--- config.mk ---
export PLATFORM = sky130hd
export DESIGN_NAME = cnt_sched
export DESIGN_NICKNAME = d
export VERILOG_FILES = /design/src/rtl/cnt_sched_pkg.sv /design/src/rtl/cnt_sched_rr_pick.sv /design/src/rtl/cnt_sched.sv
export SDC_FILE = /design/constraint.sdc
export NUM_CORES = 1
export LEC_CHECK = 0
export BUFFER_PORTS_ARGS = -buffer_cell sky130_fd_sc_hd__buf_2
export CAP_MARGIN = 20
export CORE_UTILIZATION = 30
export DETAILED_ROUTE_END_ITERATION = 10
export GPL_TIMING_DRIVEN = 0
export PLACE_DENSITY = 0.62
export SLEW_MARGIN = 20
export SYNTH_ARGS = -nofsm -noshare
export SYNTH_HDL_FRONTEND = slang
export SYNTH_SLANG_ARGS = --single-unit
--- constraint.sdc ---
create_clock -name clk -period 3.1 [get_ports clk]
set_clock_uncertainty 0.2 [all_clocks]
set_input_delay 0 -clock clk [delete_from_list [all_inputs] [get_ports clk]]
set_output_delay 0 -clock clk [all_outputs]
set_load 0.05 [all_outputs]
--- src/rtl/cnt_sched_pkg.sv ---
// Shared state encodings and default sizing for the cnt_sched counter scheduler.
// Optional abort support is enabled with CNT_SCHED_ABORT_EN.
package cnt_sched_pkg;

    typedef enum logic [1:0] {
        IDLE = 2'd0,
        RUN  = 2'd1,
        DONE = 2'd2
    } state_t;

    localparam int N_REQ_DEFAULT = 4;
    localparam int CW_DEFAULT    = 4;

endpackage

--- src/rtl/cnt_sched_rr_pick.sv ---
// Combinational round-robin selector: first set request scanning upward from
// last+1 and wrapping, so the previous owner has lowest priority.
module rr_pick #(
    parameter  int N_REQ = 4,
    localparam int IW    = $clog2(N_REQ)
) (
    input  logic [N_REQ-1:0] req,
    input  logic [IW-1:0]    last,
    output logic [N_REQ-1:0] onehot,
    output logic [IW-1:0]    idx,
    output logic             valid
);

    always_comb begin
        logic [IW-1:0] cand;
        onehot = '0;
        idx    = '0;
        valid  = 1'b0;
        cand   = '0;
        // k = N_REQ lands back on last itself, giving it the lowest priority.
        for (int k = 1; k <= N_REQ; k++) begin
            cand = IW'((int'(last) + k) % N_REQ);
            if (!valid && req[cand]) begin
                valid        = 1'b1;
                onehot[cand] = 1'b1;
                idx          = cand;
            end
        end
    end

endmodule

--- src/rtl/cnt_sched.sv ---
// Round-robin scheduler sharing one up-counter between N_REQ requesters.
// Define CNT_SCHED_ABORT_EN to add the per-requester abort input.
module cnt_sched
    import cnt_sched_pkg::*;
#(
    parameter  int N_REQ = N_REQ_DEFAULT,
    parameter  int CW    = CW_DEFAULT,
    localparam int IW    = $clog2(N_REQ)
) (
    input  logic                clk,
    input  logic                rst_n,
    input  logic [N_REQ-1:0]    req,
    input  logic [N_REQ*CW-1:0] len,
    output logic [N_REQ-1:0]    grant,
    output logic [N_REQ-1:0]    done,
    output logic                busy,
    output logic [CW-1:0]       cnt
`ifdef CNT_SCHED_ABORT_EN
    ,
    input  logic [N_REQ-1:0]    abort
`endif
);

    state_t             state_reg, state_next;
    logic [N_REQ-1:0]   grant_reg, grant_next;
    logic [N_REQ-1:0]   done_reg, done_next;
    logic [CW-1:0]      cnt_reg, cnt_next;
    logic [CW-1:0]      len_q_reg, len_q_next;
    logic [IW-1:0]      last_reg, last_next;
    logic [IW-1:0]      owner_reg, owner_next;
    logic               busy_reg, busy_next;

    logic [N_REQ-1:0]   pick_onehot;
    logic [IW-1:0]      pick_idx;
    logic               pick_valid;
    logic               abort_hit;
    logic [CW-1:0]      len_arr [N_REQ];

    generate
        for (genvar gi = 0; gi < N_REQ; gi++) begin : g_len
            assign len_arr[gi] = len[gi*CW +: CW];
        end
    endgenerate

`ifdef CNT_SCHED_ABORT_EN
    // Only the current owner's abort matters, and grant_reg is zero outside RUN.
    assign abort_hit = |(abort & grant_reg);
`else
    assign abort_hit = 1'b0;
`endif

    rr_pick #(
        .N_REQ (N_REQ)
    ) u_pick (
        .req    (req),
        .last   (last_reg),
        .onehot (pick_onehot),
        .idx    (pick_idx),
        .valid  (pick_valid)
    );

    always_comb begin
        state_next = state_reg;
        grant_next = grant_reg;
        done_next  = '0;
        cnt_next   = cnt_reg;
        len_q_next = len_q_reg;
        last_next  = last_reg;
        owner_next = owner_reg;
        case (state_reg)
            IDLE: begin
                if (pick_valid) begin
                    state_next = RUN;
                    grant_next = pick_onehot;
                    cnt_next   = '0;
                    len_q_next = len_arr[pick_idx];
                    owner_next = pick_idx;
                end
            end
            RUN: begin
                if (abort_hit) begin
                    state_next = IDLE;
                    grant_next = '0;
                    cnt_next   = '0;
                    last_next  = owner_reg;
                end else if (cnt_reg == len_q_reg) begin
                    state_next = DONE;
                    done_next  = grant_reg;
                    grant_next = '0;
                end else begin
                    cnt_next = cnt_reg + CW'(1);
                end
            end
            DONE: begin
                state_next = IDLE;
                cnt_next   = '0;
                last_next  = owner_reg;
            end
            default: begin
                state_next = IDLE;
                grant_next = '0;
                cnt_next   = '0;
            end
        endcase
        busy_next = (state_next == RUN) || (state_next == DONE);
    end

    always_ff @(posedge clk or negedge rst_n) begin
        if (!rst_n) begin
            state_reg <= IDLE;
            grant_reg <= '0;
            done_reg  <= '0;
            cnt_reg   <= '0;
            len_q_reg <= '0;
            last_reg  <= IW'(N_REQ - 1);
            owner_reg <= '0;
            busy_reg  <= 1'b0;
        end else begin
            state_reg <= state_next;
            grant_reg <= grant_next;
            done_reg  <= done_next;
            cnt_reg   <= cnt_next;
            len_q_reg <= len_q_next;
            last_reg  <= last_next;
            owner_reg <= owner_next;
            busy_reg  <= busy_next;
        end
    end

    assign grant = grant_reg;
    assign done  = done_reg;
    assign cnt   = cnt_reg;
    assign busy  = busy_reg;

endmodule

==> implementation parameters, run 1 <==
Parameter                              Value

Run status
  Outcome    finished clean

Yosys
  Syn Inst Count    148
  Post-synth net total    179
  Mean instance size in the synthesized netlist    10.24 um2
  Yosys warning total    0
  Cell variety after synth    45
  Number of synthesized flops with an enable pin    0
  Async SR Flop Fraction    100.0%
  Dominant synthesized flop cell    sky130_fd_sc_hd__dfrtp_1
  Number of register bits inferred by synthesis    23
  Leading cell types by total area after synthesis    sky130_fd_sc_hd__dfrtp_1 35%, sky130_fd_sc_hd__mux2i_1 7.9%, sky130_fd_sc_hd__ha_1 7.4%
  Share of the synthesized area in the top cell type    34.68%
  Most area-hungry cell type in the Yosys netlist    sky130_fd_sc_hd__dfrtp_1
  Most repeated cell in the gate-level netlist after synthesis    sky130_fd_sc_hd__dfrtp_1
  Cell area after technology mapping    1515 um2
  Register area share after synthesis    38.15%
  Commonest cells in the synthesized netlist    21 x sky130_fd_sc_hd__dfrtp_1, 17 x sky130_fd_sc_hd__nand2_1, 14 x sky130_fd_sc_hd__o21ai_0

Floorplan
  Top-Level Pins    35
  Total Die Area    5339 um2
  Initial cell density of the core    31.66%
  Std-Cell Rows    25
  Core area    4786 um2
  Width of the die    73.07 um
  Vertical extent of the die    73.07 um

Cells and area
  Layout cells sized above 1    26.40%
  Final core utilization    40.34%
  Number of antenna repair diodes    0
  Layout overhead on the synthesized area    27.42%
  Non-filler instance count after layout    264
  Seq. cell area    578.1 um2
  Multi-input combinational cell area    902.1 um2
  Final-stage net count    229
  Fill cell instance count of the final layout    475

Global routing
  Global routing met3 resource utilization    2.348%
  Met2 global-route usage    19.55%
  Largest net degree at the start of global routing    24
  Number of antenna violations at the first check in global routing    0
  Highest-utilization routing layer at the global route stage    met2
  Wire length of the first global-routing pass    5520 um
  Global Route met1 Usage    19.09%
  Vias in the first global route    1167
  Grt total ovfl    0
  Global-route usage over all layers    13.35%

Route
  Via count    1270
  Number of search-and-repair iterations in the first detailed-routing pass    4
  Detailed-route wire length per cell    12.53 um
  Vias per Instance    4.811
  Remaining design rule violation count    0
  Antenna Nets Post-Route    0
  Post-detailed-routing wire length    3308 um
  Iter 0 DRT Violations    94

Clocking
  Clock insertion delay at the later pin of the skew report    0.27 ns
  CTS clock-pin slew for the worst setup and hold paths    0.08 ns
  Num CTS Buffers    3
  Count of H-tree levels built during CTS    1
  Clock tree root driver cell    sky130_fd_sc_hd__clkbuf_8
  Sinks on Clock Net    23
  Buffers from clock root to sink, at most    2
  CTS tree    done

Place
  Worst-case setup slack after placement    -0.05225 ns
  Half-perimeter wire length after placement    2338 um
  Count of port buffers added during placement    34
  Routability cong.    0.7553
  Placed cell count    249

STA
  Fmax    337.8 MHz
  Setup repair after global routing missed its margin    no
  Final count of pins violating max slew    0
  Headroom to the max-slew limit    46.96%
  Final cycle utilization of the critical path    95.49%
  Minimum period implied by the final worst setup slack    2.960 ns
  Post-layout worst setup margin    0.1398 ns
  Final setup viols    0
  Slew @ Worst Pin    0.7883 ns
  Post-Route Setup TNS    0 ns
  Final-report hold violation count    0

Setup path
  Data arrival at the endpoint of the critical path    2.96 ns
  Crit. End Element    flop
  Reg2reg start    last_reg[0]
  Top fanout value on the critical path    10
  CP startpoint    last_reg[0]
  Data required time of the critical path    3.10 ns
  Crit path kind    flop to flop
  Kind of start point of the critical path    flop

Power and ir drop
  Areal power density over the cells    1007 nW/um2
  Static power due to leakage    0.8700 nW
  Worst VDD drop    0.4486 mV

Hold path
  Critical hold path startpoint    len[12]
  Type of the tightest min-delay check    primary input to flop

Flow run
  Max-capacitance violation count    0
## routing by layer
layer / up-vias / wire (um)
met5: - / 0
met4: 0 / 65
met3: 5 / 97
met2: 31 / 1495
met1: 585 / 1650
li1: 649 / -
## placed cells by master (no fill, tap or decap), types with 4 or more instances in the layout
master and count:
sky130_fd_sc_hd__o21ai_0 14, sky130_fd_sc_hd__nor2_1 10, sky130_fd_sc_hd__xnor2_1 4, sky130_fd_sc_hd__and2_1 4, sky130_fd_sc_hd__dfrtp_1 21, sky130_fd_sc_hd__a221oi_1 4
sky130_fd_sc_hd__buf_2 34, sky130_fd_sc_hd__a22oi_1 4, sky130_fd_sc_hd__mux2i_1 12, sky130_fd_sc_hd__ha_1 8, sky130_fd_sc_hd__nand2_1 17, sky130_fd_sc_hd__dlygate4sd3_1 11
## per-stage QoR
stage	hold slack (ns)	power (mW)	area, um2
3_3_place_gp	-0.2009	1.722	1769
4_1_cts	0.005351	1.950	1928
3_5_place_dp	-0.2015	1.742	1769
6_report	0.002628	1.944	1931
2_1_floorplan	-0.4956	1.492	1515
5_1_grt	0.03587	2.091	1931
## worst paths after layout
check | end | slack, ns | cells past startpoint
setup / recovery | len_q_reg[0] | 0.14 | 9
hold / removal | len_q_reg[0] | 0.003 | 4
setup reg to reg | len_q_reg[0] | 0.14 | 9
hold reg to reg | owner_reg[0] | 0.29 | 2
max in group asynchronous | last_reg[1] | 2.31 | 2
min in group asynchronous | done[2] | 0.03 | 2
## layout make-up
class	instances	share of cell area (%)
clock buffers	4	2.333
well taps	67	4.342
plain buffers	3	1.167
inverters	3	0.5833
multi-input cells	118	46.73
repair buffers	46	14.91
flip-flops and latches	23	29.94
## kinds of logic after synthesis
family                   after synthesis  share of synthesized area [%]
AO/OA/AOI/OAI                         40                          18.99
XOR/XNOR                               4                          2.312
adder cells (fa/ha/maj)                9                          7.432
buffers and inverters                  7                          2.478
flip-flops                            23                          38.15
multiplexers                          16                          13.63
AND/OR/NAND/NOR                       49                          17.01
## what timing repair did
action | 4_1_cts | 5_1_grt
endpoints found under the setup margin | 4 | 1
hold endpoints to repair | 26 | 0
hold buffers | 11 | 0
setup buffers | 1 | 0
resized for setup | 0 | 1
## where the power goes
part           switching [mW]  total (mW)  internal [mW]
registers               0.111       0.531          0.420
clock network          0.0958       0.188         0.0919
logic                   0.715        1.23          0.511
## critical path: stages, from the launching register on
cell and delay [ns]:
sky130_fd_sc_hd__dfstp_2 0.57, sky130_fd_sc_hd__buf_6 0.16, sky130_fd_sc_hd__inv_1 0.15, sky130_fd_sc_hd__ha_2 0.42, sky130_fd_sc_hd__mux4_1 0.35, sky130_fd_sc_hd__nor2b_4 0.18
sky130_fd_sc_hd__nor2_4 0.14, sky130_fd_sc_hd__a2bb2oi_4 0.28, sky130_fd_sc_hd__mux2_4 0.33, sky130_fd_sc_hd__o21ai_1 0.11
Note: power is estimated with default switching activity, not from simulation.
==> inputs of run 2 (changes only) <==
--- a/config.mk
+++ b/config.mk
@@ -5,7 +5,7 @@
 export SDC_FILE = /design/constraint.sdc
 export NUM_CORES = 1
 export LEC_CHECK = 0
-export BUFFER_PORTS_ARGS = -buffer_cell sky130_fd_sc_hd__buf_2
+export BUFFER_PORTS_ARGS = -buffer_cell sky130_fd_sc_hd__clkbuf_2
 export CAP_MARGIN = 20
 export CORE_UTILIZATION = 30
 export DETAILED_ROUTE_END_ITERATION = 10
==> implementation parameters, run 2 (same netlist as run 1, synthesis figures left out) <==
Parameter                              Value

Power and ir drop
  Share of power burned in combinational logic    63.6% (+0.6 points)
  Fraction of power spent switching nets    46.99% (-0.41 points)
  Worst VDD drop    0.4044 mV (-9.9%)
  Part of the total power dissipated in the clock network    9.3% (-0.4 points)
  Power after layout    2.000 mW (+2.9%)
  Int Power    1.060 mW (+3.7%)
  Switching power summed over all nets    0.9395 mW (+2.0%)
  Areal power density over the cells    1000 nW/um2 (-0.66%)
  Static power due to leakage    0.8968 nW (+3.1%)
  Sequential cell fraction of total power    27.0% (-0.3 points)

Floorplan
  Top-Level Pins    35 (unchanged)
  Initial cell density of the core    31.66% (unchanged)
  Std-Cell Rows    25 (unchanged)
  Vertical extent of the die    73.07 um (unchanged)
  Total Die Area    5339 um2 (unchanged)
  Core area    4786 um2 (unchanged)
  Width of the die    73.07 um (unchanged)

Clocking
  Buffers from clock root to sink, at most    2 (unchanged)
  Num CTS Buffers    3 (unchanged)
  CTS clock-pin slew for the worst setup and hold paths    0.08 ns (about the same)
  Clock insertion delay at the later pin of the skew report    0.27 ns (about the same)
  Count of H-tree levels built during CTS    1 (unchanged)
  CTS tree    done
  Sinks on Clock Net    23 (unchanged)
  Clock tree root driver cell    sky130_fd_sc_hd__clkbuf_8

Setup path
  Data arrival at the endpoint of the critical path    2.91 ns (-0.05 ns)
  Data required time of the critical path    3.04 ns (-0.06 ns)
  Crit path kind    flop to flop
  Kind of start point of the critical path    flop
  Top fanout value on the critical path    10 (unchanged)
  Crit. End Element    flop

STA
  Minimum period implied by the final worst setup slack    2.972 ns (+0.01158 ns)
  Slew @ Worst Pin    0.7147 ns (-0.07360 ns)
  Final setup viols    0 (unchanged)
  Worst hold slack    0.01712 ns (+0.01450 ns)
  Fmax    336.5 MHz (-0.39%)
  Final-report hold violation count    0 (unchanged)
  Final cycle utilization of the critical path    95.87% (+0.37 points)
  Final count of pins violating max slew    0 (unchanged)
  Headroom to the max-slew limit    51.91% (+5.0 points)

Route
  Post-detailed-routing wire length    3383 um (+2.3%)
  Antenna Nets Post-Route    0 (unchanged)
  Vias per Instance    4.881 (+1.5%)
  Iter 0 DRT Violations    58 (-38%)
  Number of search-and-repair iterations in the first detailed-routing pass    4 (unchanged)
  Remaining design rule violation count    0 (unchanged)
  Via count    1318 (+3.8%)
  Detailed-route wire length per cell    12.53 um (about the same)

Cells and area
  Layout overhead on the synthesized area    31.96%
  Layout cells sized above 1    27.09% (+0.70 points)
  Number of antenna repair diodes    0 (unchanged)
  Final core utilization    41.78% (+1.4 points)
  Final-stage net count    235 (+2.6%)
  Fill cell instance count of the final layout    479 (+0.84%)
  Commonest cells after routing, fill and taps aside    34 x sky130_fd_sc_hd__clkbuf_2, 21 x sky130_fd_sc_hd__dfrtp_1, 17 x sky130_fd_sc_hd__nand2_1, 15 x sky130_fd_sc_hd__dlygate4sd3_1, 14 x sky130_fd_sc_hd__o21ai_0
  Most frequent standard cell in the layout excluding fill and tap cells    sky130_fd_sc_hd__clkbuf_2
  Non-filler instance count after layout    270 (+2.3%)

Run status
  Outcome    finished clean

Global routing
  Number of antenna violations at the first check in global routing    0 (unchanged)
  Largest net degree at the start of global routing    24 (unchanged)
  Global-route usage over all layers    13.54% (+0.20 points)
  Wire length of the first global-routing pass    5561 um (+0.74%)
  Vias in the first global route    1208 (+3.5%)
  Grt total ovfl    0 (unchanged)

Place
  Placed cell count    249 (unchanged)
  Count of port buffers added during placement    34 (unchanged)
  Routability cong.    0.7507 (-0.61%)
  Half-perimeter wire length after placement    2450 um (+4.8%)

Flow run
  Max-capacitance violation count    0 (unchanged)

Hold path
  Type of the tightest min-delay check    primary input to flop
-- run 2: critical path: stages, from the launching register on --
cell                        delay [ns]
sky130_fd_sc_hd__dfstp_2          0.61
sky130_fd_sc_hd__buf_6            0.18
sky130_fd_sc_hd__inv_1            0.17
sky130_fd_sc_hd__ha_4             0.35
sky130_fd_sc_hd__mux4_1           0.34
sky130_fd_sc_hd__nor2b_4          0.18
sky130_fd_sc_hd__nor2_4           0.14
sky130_fd_sc_hd__a2bb2oi_4        0.29
sky130_fd_sc_hd__mux2i_1          0.24
sky130_fd_sc_hd__o221ai_1         0.14
-- run 2: final timing paths --
check | slack [ns] | end | from | cells after the start
max reg2reg | 0.13 | len_q_reg[1] | last_reg[0] | 9
max in group asynchronous | 2.29 | last_reg[1] | rst_n | 2
min in group asynchronous | 0.05 | cnt[2] | rst_n | 2
max | 0.13 | len_q_reg[1] | last_reg[0] | 9
min | 0.02 | len_q_reg[3] | len[7] | 3
min reg2reg | 0.29 | owner_reg[0] | owner_reg[0] | 2
-- run 2: cell type report --
type / count / area [um2] / share of cell area, %
buffer: 3 / 22.52 / 1.126
inverter: 3 / 11.26 / 0.5632
sequential: 23 / 578.1 / 28.91
clock buffer: 4 / 45.04 / 2.253
tap: 67 / 83.83 / 4.193
timing repair buffer: 52 / 342.8 / 17.15
multi-input combinational: 118 / 915.9 / 45.81
-- run 2: metrics by stage --
stage,setup slack (ns),instance area (um2),setup TNS [ns]
global placement,-0.004483,1769,-0.004483
finish,0.1282,1999,0
CTS,0.08395,1981,0
global route,-0.002193,1999,-0.002193
detailed placement,-0.06434,1769,-0.1994
floorplan,0.2689,1515,0
-- run 2: power groups by stage --
stage	Sequential, mW	Combinational [mW]	Clock [mW]
final	0.540	1.27	0.187
after global routing	0.559	1.40	0.197
after CTS	0.547	1.25	0.190
after detailed placement	0.539	1.20	0
after global placement	0.535	1.19	0
after floorplan	0.669	0.823	0
-- run 2: what timing repair did --
action	CTS	global route
setup endpoints to repair	7	8
pin swaps	1	1
hold buffers	15	0
endpoints found under the hold margin	27	0
buffers inserted	1	2
resized for setup	1	1
-- run 2: per-layer routing --
metal	vias to the layer above	wire length (um)	GRT usage [%]
met3	7	125	2.210
met1	607	1607	17.85
met2	42	1565	21.71
met4	0	84	6.100
met5	-	0	0
li1	662	-	-
==> inputs of run 3 (changes only) <==
--- a/config.mk
+++ b/config.mk
@@ -7,10 +7,11 @@
 export LEC_CHECK = 0
 export BUFFER_PORTS_ARGS = -buffer_cell sky130_fd_sc_hd__clkbuf_2
 export CAP_MARGIN = 20
-export CORE_UTILIZATION = 30
+export CORE_MARGIN = 2
+export CORE_UTILIZATION = 38
 export DETAILED_ROUTE_END_ITERATION = 10
 export GPL_TIMING_DRIVEN = 0
-export PLACE_DENSITY = 0.62
+export PLACE_DENSITY = 0.72
 export SLEW_MARGIN = 20
 export SYNTH_ARGS = -nofsm -noshare
 export SYNTH_HDL_FRONTEND = slang
==> implementation parameters, run 3 (same netlist as run 1, synthesis figures left out) <==
Parameter                              Value

Route
  Post-detailed-routing wire length    3325 um (-1.7%)
  Remaining design rule violation count    0 (unchanged)
  Number of search-and-repair iterations in the first detailed-routing pass    4 (unchanged)
  Detailed-route wire length per cell    13.35 um (+6.6%)
  Iter 0 DRT Violations    109 (+88%)
  Vias per Instance    5.181 (+6.1%)
  Via count    1290 (-2.1%)
  Antenna Nets Post-Route    0 (unchanged)

Cells and area
  Final-stage net count    233 (-0.85%)
  Commonest cells after routing, fill and taps aside    34 x sky130_fd_sc_hd__clkbuf_2, 21 x sky130_fd_sc_hd__dfrtp_1, 17 x sky130_fd_sc_hd__nand2_1, 15 x sky130_fd_sc_hd__dlygate4sd3_1, 14 x sky130_fd_sc_hd__o21ai_0
  Layout cells sized above 1    26.37% (-0.73 points)
  Most frequent standard cell in the layout excluding fill and tap cells    sky130_fd_sc_hd__clkbuf_2
  Summed area of non-filler cells in the final layout    1967 um2 (-1.6%)
  Non-filler instance count after layout    249 (-7.8%)
  Layout overhead on the synthesized area    29.81%
  Final core utilization    52.54% (+11 points)
  Number of antenna repair diodes    0 (unchanged)

STA
  Headroom to the max-slew limit    55.04% (+3.1 points)
  Fmax    346.9 MHz (+3.1%)
  Setup repair after global routing missed its margin    no
  Slew @ Worst Pin    0.6682 ns (-0.04646 ns)
  Final count of pins violating max slew    0 (unchanged)
  Final setup viols    0 (unchanged)
  Post-layout worst setup margin    0.2172 ns (+0.08905 ns)
  Final-report hold violation count    0 (unchanged)
  Final cycle utilization of the critical path    92.99% (-2.9 points)
  Minimum period implied by the final worst setup slack    2.883 ns (-0.08905 ns)

Power and ir drop
  Static power due to leakage    0.8943 nW (-0.29%)
  Share of power burned in combinational logic    63.8% (+0.2 points)
  Int Power    1.045 mW (-1.4%)
  Part of the total power dissipated in the clock network    9.2% (about the same)
  Sequential cell fraction of total power    27.0% (about the same)
  Switching power summed over all nets    0.9345 mW (-0.54%)
  Fraction of power spent switching nets    47.21% (+0.22 points)
  Worst VDD drop    0.6103 mV (+51%)
  Areal power density over the cells    1006 nW/um2 (+0.63%)

Setup path
  Flop2flop setup slack    0.22 ns (+0.09 ns)
  Largest incremental delay on the critical path    0.57 ns (-0.04 ns)
  Crit path cell chain    buf_6 > inv_1 > ha_4 > mux4_1 > nor2b_4 > nor2_4 > a2bb2oi_4 > mux2_4 > o21ai_1
  Max stage delay cell, worst path    sky130_fd_sc_hd__dfstp_2
  Terminus of the critical flop-to-flop path    len_q_reg[0]
  Cell class contributing the biggest share of worst-path delay    multiplexers
  Kind of start point of the critical path    flop
  Cell depth of the worst setup path    9 (unchanged)
  Length in cells of the worst reg-to-reg path    9 (unchanged)
  Crit. End Element    flop
  Top fanout value on the critical path    10 (unchanged)
  Crit path buf inv count    2 (unchanged)
  Reg2reg start    last_reg[0]
  Crit path kind    flop to flop
  Data required time of the critical path    3.09 ns (+0.05 ns)
  Data arrival at the endpoint of the critical path    2.87 ns (-0.04 ns)
  CP startpoint    last_reg[0]
  Endpoint of the worst setup timing path    len_q_reg[0]

Clocking
  CTS clock-pin slew for the worst setup and hold paths    0.08 ns (about the same)
  Num CTS Buffers    3 (unchanged)
  Clock tree root driver cell    sky130_fd_sc_hd__clkbuf_8
  Clock insertion delay at the later pin of the skew report    0.26 ns (about the same)
  Sinks on Clock Net    23 (unchanged)
  CTS tree    done
  Buffers from clock root to sink, at most    2 (unchanged)
  Count of H-tree levels built during CTS    1 (unchanged)

Floorplan
  Vertical extent of the die    67.15 um (-8.1%)
  Core area    3744 um2 (-22%)
  Initial cell density of the core    40.47% (+8.8 points)
  Top-Level Pins    35 (unchanged)
  Width of the die    67.15 um (-8.1%)
  Std-Cell Rows    22 (-12%)
  Total Die Area    4508 um2 (-16%)

Global routing
  Grt total ovfl    0 (unchanged)
  Vias in the first global route    1191 (-1.4%)
  Largest net degree at the start of global routing    24 (unchanged)
  Number of antenna violations at the first check in global routing    0 (unchanged)
  Global-route usage over all layers    15.89% (+2.3 points)
  Wire length of the first global-routing pass    5644 um (+1.5%)

Place
  Count of port buffers added during placement    34 (unchanged)
  Worst-case setup slack after placement    -0.04605 ns (+0.01829 ns)
  Routability cong.    0.7468 (-0.52%)
  Instance area after placement    1745 um2 (-1.3%)
  Half-perimeter wire length after placement    2371 um (-3.2%)
  Placed cell count    230 (-7.6%)

Hold path
  Number of cells on the worst hold path    3 (unchanged)
  Type of the tightest min-delay check    primary input to flop

Run status
  Outcome    finished clean

Flow run
  Max-capacitance violation count    0 (unchanged)
[run 3: cell count changes in the layout (fill, tap and decap cells not counted)]
cell	change
sky130_fd_sc_hd__a21oi_1	+1
sky130_fd_sc_hd__a21oi_2	-1
sky130_fd_sc_hd__buf_4	-2
sky130_fd_sc_hd__clkinv_2	+1
sky130_fd_sc_hd__nor4b_4	+1
sky130_fd_sc_hd__nor4b_2	-1
sky130_fd_sc_hd__clkbuf_1	-1
[run 3: repair_timing]
action,4_1_cts,5_1_grt
gates resized for setup,1,2
hold buffers,15,0
endpoints found under the setup margin,5,8
buffers inserted,0,1
hold endpoints to repair,27,0
[run 3: power groups by stage]
stage	Combinational [mW]	Sequential [mW]	Clock, mW
3_5_place_dp	1.20	0.543	0
4_1_cts	1.21	0.550	0.186
3_3_place_gp	1.18	0.537	0
2_1_floorplan	0.823	0.669	0
6_report	1.26	0.535	0.181
5_1_grt	1.37	0.555	0.202
[run 3: worst min-delay path by stage]
stage | startpoint | endpoint
after global routing | len[7] | len_q_reg[3]
after floorplan | rst_n | busy
after CTS | len[3] | len_q_reg[3]
after global placement | rst_n | done[1]
after detailed placement | rst_n | done[0]
final | len[7] | len_q_reg[3]
[run 3: metal layers]
layer / track usage, % / vias up / share of wire (%)
met4: 3.061 / 0 / 0.12
li1: - / 656 / -
met2: 25.87 / 30 / 48
met1: 22.79 / 602 / 48
met5: 0 / - / 0
met3: 2.000 / 2 / 3.6
[run 3: area by class of cell]
type | instances | area, um2
Multi-Input combinational cell | 118 | 920.9
Fill cell | 361 | 1777
Clock inverter | 1 | 5.005
Inverter | 3 | 11.26
Sequential cell | 23 | 578.1
Buffer | 3 | 22.52
Timing Repair Buffer | 50 | 327.8
Clock buffer | 3 | 41.29
Tap cell | 48 | 60.06
[run 3: tightest hold or removal path, stage by stage]
cell                       delay (ns)
sky130_fd_sc_hd__clkbuf_2        0.09
sky130_fd_sc_hd__o311ai_0        0.14
sky130_fd_sc_hd__a41oi_1         0.22
[run 3: per-stage QoR]
step / hold WS (ns) / total power [mW] / TNS [ns]
floorplan: -0.4956 / 1.492 / 0
global placement: -0.1912 / 1.718 / -0.01377
detailed placement: -0.1886 / 1.746 / -0.1033
CTS: 0.02613 / 1.945 / 0
global route: 0.08256 / 2.132 / 0
finish: 0.03721 / 1.979 / 0
